File: src/rtl/piso_serializer.sv
// rtl/piso_serializer.sv - parallel-in serial-out transmitter with valid/ready load and frame marker
// Output bits are registered so the far-side capture flop sees a full clk period of setup.
module piso_serializer #(
  parameter int WIDTH     = 8,
  parameter bit MSB_FIRST = 1'b1
) (
  input  logic             clk,
  input  logic             rst_n,
  input  logic [WIDTH-1:0] din,
  input  logic             din_valid,
  output logic             din_ready,
  output logic             sout,
  output logic             sout_valid,
  output logic             frame_start,
  output logic             busy
);

  localparam int CW = (WIDTH > 1) ? $clog2(WIDTH) : 1;
  localparam logic [CW-1:0] CNT_MAX = CW'(WIDTH - 1);

  typedef enum logic {
    IDLE  = 1'b0,
    SHIFT = 1'b1
  } state_t;

  state_t           state;
  state_t           state_nxt;
  logic [WIDTH-1:0] sreg;
  logic [CW-1:0]    cnt;
  logic             accept;
  logic             last_bit;

  assign last_bit  = (cnt == '0);
  assign din_ready = (state == IDLE) || ((state == SHIFT) && last_bit);
  assign accept    = din_valid && din_ready;
  assign busy      = (state == SHIFT);

  always_ff @(posedge clk or negedge rst_n) begin
    if (!rst_n) begin
      state <= IDLE;
    end else begin
      state <= state_nxt;
    end
  end

  always_comb begin
    state_nxt = state;
    case (state)
      IDLE:    if (accept) state_nxt = SHIFT;
      SHIFT:   if (last_bit && !accept) state_nxt = IDLE;
      default: state_nxt = IDLE;
    endcase
  end

  // The first bit goes straight to sout on load; sreg holds only the bits still to send.
  always_ff @(posedge clk or negedge rst_n) begin
    if (!rst_n) begin
      sreg        <= '0;
      cnt         <= '0;
      sout        <= 1'b0;
      sout_valid  <= 1'b0;
      frame_start <= 1'b0;
    end else if (accept) begin
      if (MSB_FIRST) begin
        sout <= din[WIDTH-1];
        sreg <= din << 1;
      end else begin
        sout <= din[0];
        sreg <= din >> 1;
      end
      cnt         <= CNT_MAX;
      sout_valid  <= 1'b1;
      frame_start <= 1'b1;
    end else if ((state == SHIFT) && !last_bit) begin
      if (MSB_FIRST) begin
        sout <= sreg[WIDTH-1];
        sreg <= sreg << 1;
      end else begin
        sout <= sreg[0];
        sreg <= sreg >> 1;
      end
      cnt         <= cnt - 1'b1;
      frame_start <= 1'b0;
    end else begin
      sout        <= 1'b0;
      sout_valid  <= 1'b0;
      frame_start <= 1'b0;
    end
  end

endmodule

File: config.mk
export PLATFORM = sky130hd
export DESIGN_NAME = piso_serializer
export DESIGN_NICKNAME = d
export VERILOG_FILES = /design/src/rtl/piso_serializer.sv
export SDC_FILE = /design/constraint.sdc
export NUM_CORES = 1
export LEC_CHECK = 0
export ABC_AREA = 1
export CAP_MARGIN = 15
export CORE_MARGIN = 1
export CORE_UTILIZATION = 49
export DETAILED_ROUTE_END_ITERATION = 12
export PLACE_DENSITY_LB_ADDON = 0.05
export SYNTH_ARGS = -nofsm -noshare
export SYNTH_HDL_FRONTEND = slang
export SYNTH_SLANG_ARGS = --single-unit
File: constraint.sdc
create_clock -name clk -period 2.6 [get_ports clk]
set_input_delay 0.52 -clock clk [delete_from_list [all_inputs] [get_ports clk]]
set_output_delay 0.52 -clock clk [all_outputs]
set_load 0.02 [all_outputs]
==> results_dict.tcl <==
set metrics [dict create \
    run_status "finished clean" \
    pwr_density_nw_per_um2 1074 \
    layout.nets 104 \
    grt_setup_unrepaired "false" \
    synth_nets 86 \
    leakage_power_nw 0.4375 \
    number_of_enable_type_register_cells_in_the_synthesized_netlist 0 \
    num-fill-cells 98 \
    synth_area_leader_cell "dfrtp_1" \
    hold_viol_final 0 \
    floorplan.die_area_um2 1458 \
    routed_wl_um 1190 \
    numCtsBuffers 3 \
    worst-endpoint-arrival_ns 1.79 \
    yosysWarnings 0 \
    asyncSetResetFlopFracSynth_pct 100.0 \
    clkTransAtPathRegs_ns 0.09 \
    finalPower_mw 0.8907 \
    worst_pin_slew_ns 0.6261 \
    ant_nets 0 \
    finalWorstSetupSlack_ns 0.2930 \
    total_area_of_sequential_cells_um2 350.3 \
    antenna_found_initial 0 \
    pre_cts_slack_ns 0.5934 \
    area_delta_synth_final_pct 29.24 \
    yosysUniqueCellTypes 12 \
    seq_area_frac_synth_pct 54.58 \
    postSynthRegisterBits 14 \
    worst_slew_margin_rel_pct 58.13 \
    ctsLongestPathBuffers 2 \
    fin_area_um2 829.5 \
    drt_drc_violations_left 0 \
    detailed_place_hpwl_um 838.8 \
    layout_worst_path_cycle_share_pct 88.73 \
    max_freq_ghz 0.4335 \
    hold_slack_ns 0.4785 \
    insertedDiodeCount 0 \
    grt_util_all_layers_pct 21.30 \
    port_buffers 15 \
    post-synth-top-count-cell "nand3_1" \
    yosysTopAreaCellShare_pct 54.58 \
    vias_in_the_first_global_route 495 \
    gp_congestion 0.7178 \
    global_route_wire_length_before_repair_um 2049 \
    post_synth_inst_count 73 \
    clkLatencyLatePin_ns 0.28 \
    dp_cells 100 \
    hp-class "flip-flop to flip-flop" \
    syn-mean-instance-area_um2 8.793 \
    final-instance-count-excl-fill 104 \
    vdd_drop_max_mv 0.5228 \
    syn_area_um2 641.9 \
    max_fanout_on_critical_path 2 \
    drt_pre_antenna_iters 4 \
    dr.first_iter.drc_count 13 \
    ctsResizeCount 0 \
    vias_per_cell 5.115 \
    drive_above_1_share_pct 11.11 \
    width_of_the_chip_um 38.19 \
    cp_data_required_time_ns 2.08 \
    grt_start_max_net_pins 20 \
    fin_setup_tns_ns 0 \
    initial_core_utilization_pct 55.52 \
    finalCriticalPeriod_ns 2.307 \
    detailed_place.area_um2 793.3 \
    post-cts-setup-buffer-count 0 \
    crit_type "flip-flop to output port" \
    multiInputGateArea_um2 230.2 \
    clock_root_buffer_master "clkbuf_4" \
    worst_setup_path_start_kind "flip-flop" \
    num_rows 12 \
    post_synth_most_frequent_cells "nand3_1, nand2_1, dfrtp_1, inv_1" \
    max-cap-violations 0 \
    via_count 532 \
    finish.utilization_pct 71.75 \
    floorplan.io_pins 16 \
    wl_per_instance_um 11.44 \
    dominantRegCellSynth "dfrtp_1" \
    numClockSinks 14 \
    holdBufCountCts 0 \
    slew_viol_final 0 \
    grt-ovfl-total 0 \
    fp.coreArea_um2 1156 \
    cts_tree "yes" \
    die_y_um 38.19 \
    cp-end-kind "output port" \
    finalClockSkew_ns 0.006407 \
    setup_viol 0 \
    clock_tree.htree_level_count 1 \
    synth.area.top_cells "dfrtp_1, nand3_1, nand2_1" \
]
==> sequential cells by signal (all words and copies together), names as in the netlist <==
| register | flops |
|---|---|
| sreg | 7 |
| cnt | 3 |
| busy | 1 |
| frame_start | 1 |
| sout | 1 |
| sout_valid | 1 |
==> critical path: stages, from the launching register on <==
cell and delay [ns]:
dfrtp_1 0.38, inv_1 0.07, ha_1 0.16, ha_1 0.17, inv_1 0.04, nand2_1 0.08, clkdlybuf4s50_1 0.61
==> final timing paths <==
| check | from | endpoint | slack, ns | cells past startpoint |
|---|---|---|---|---|
| min in group asynchronous | rst_n | sreg[6] | 0.63 | 1 |
| max in group asynchronous | rst_n | cnt[1] | 1.57 | 1 |
| hold reg to reg | sout_valid | sout_valid | 0.48 | 2 |
| hold / removal | sout_valid | sout_valid | 0.48 | 2 |
| setup / recovery | cnt[0] | din_ready | 0.29 | 6 |
| setup reg to reg | cnt[0] | cnt[1] | 1.14 | 9 |
==> cell usage in the layout, fill, tap and decap left out, drive strengths merged <==
cell	instances
o21ai	1
clkbuf	4
inv	10
dfrtp	14
nand3	22
buf	1
ha	2
nor2	1
clkdlybuf4s50	15
nand2	20
==> power by group <==
part	internal, mW	total (mW)	leakage [nW]	switching (mW)
registers	0.305	0.341	0.176	0.0363
logic	0.165	0.395	0.240	0.231
clock network	0.0851	0.154	0.0210	0.0686
==> cell families after synthesis <==
group | Yosys count | share of synthesized area [%]
buffers and inverters | 13 | 9.550
flip-flops | 14 | 54.58
adder cells (fa/ha/maj) | 2 | 3.898
AND/OR/NAND/NOR | 43 | 30.60
AO/OA/AOI/OAI | 1 | 1.365
==> cell type report <==
class / instances / share of cell area (%)
Timing Repair Buffer: 16 / 19.00
Inverter: 10 / 4.525
Sequential cell: 14 / 42.23
Multi-Input combinational cell: 46 / 27.75
Tap cell: 14 / 2.112
Clock buffer: 4 / 4.374
==> layer usage <==
layer	vias to the layer above	part of all wire, %	track usage [%]
li1	264	-	-
met1	253	46	27.38
met2	13	49	33.05
met3	2	3.9	5.233
met4	0	0.76	10.71
met5	-	0	0
Power figures use the tool's default switching activity.
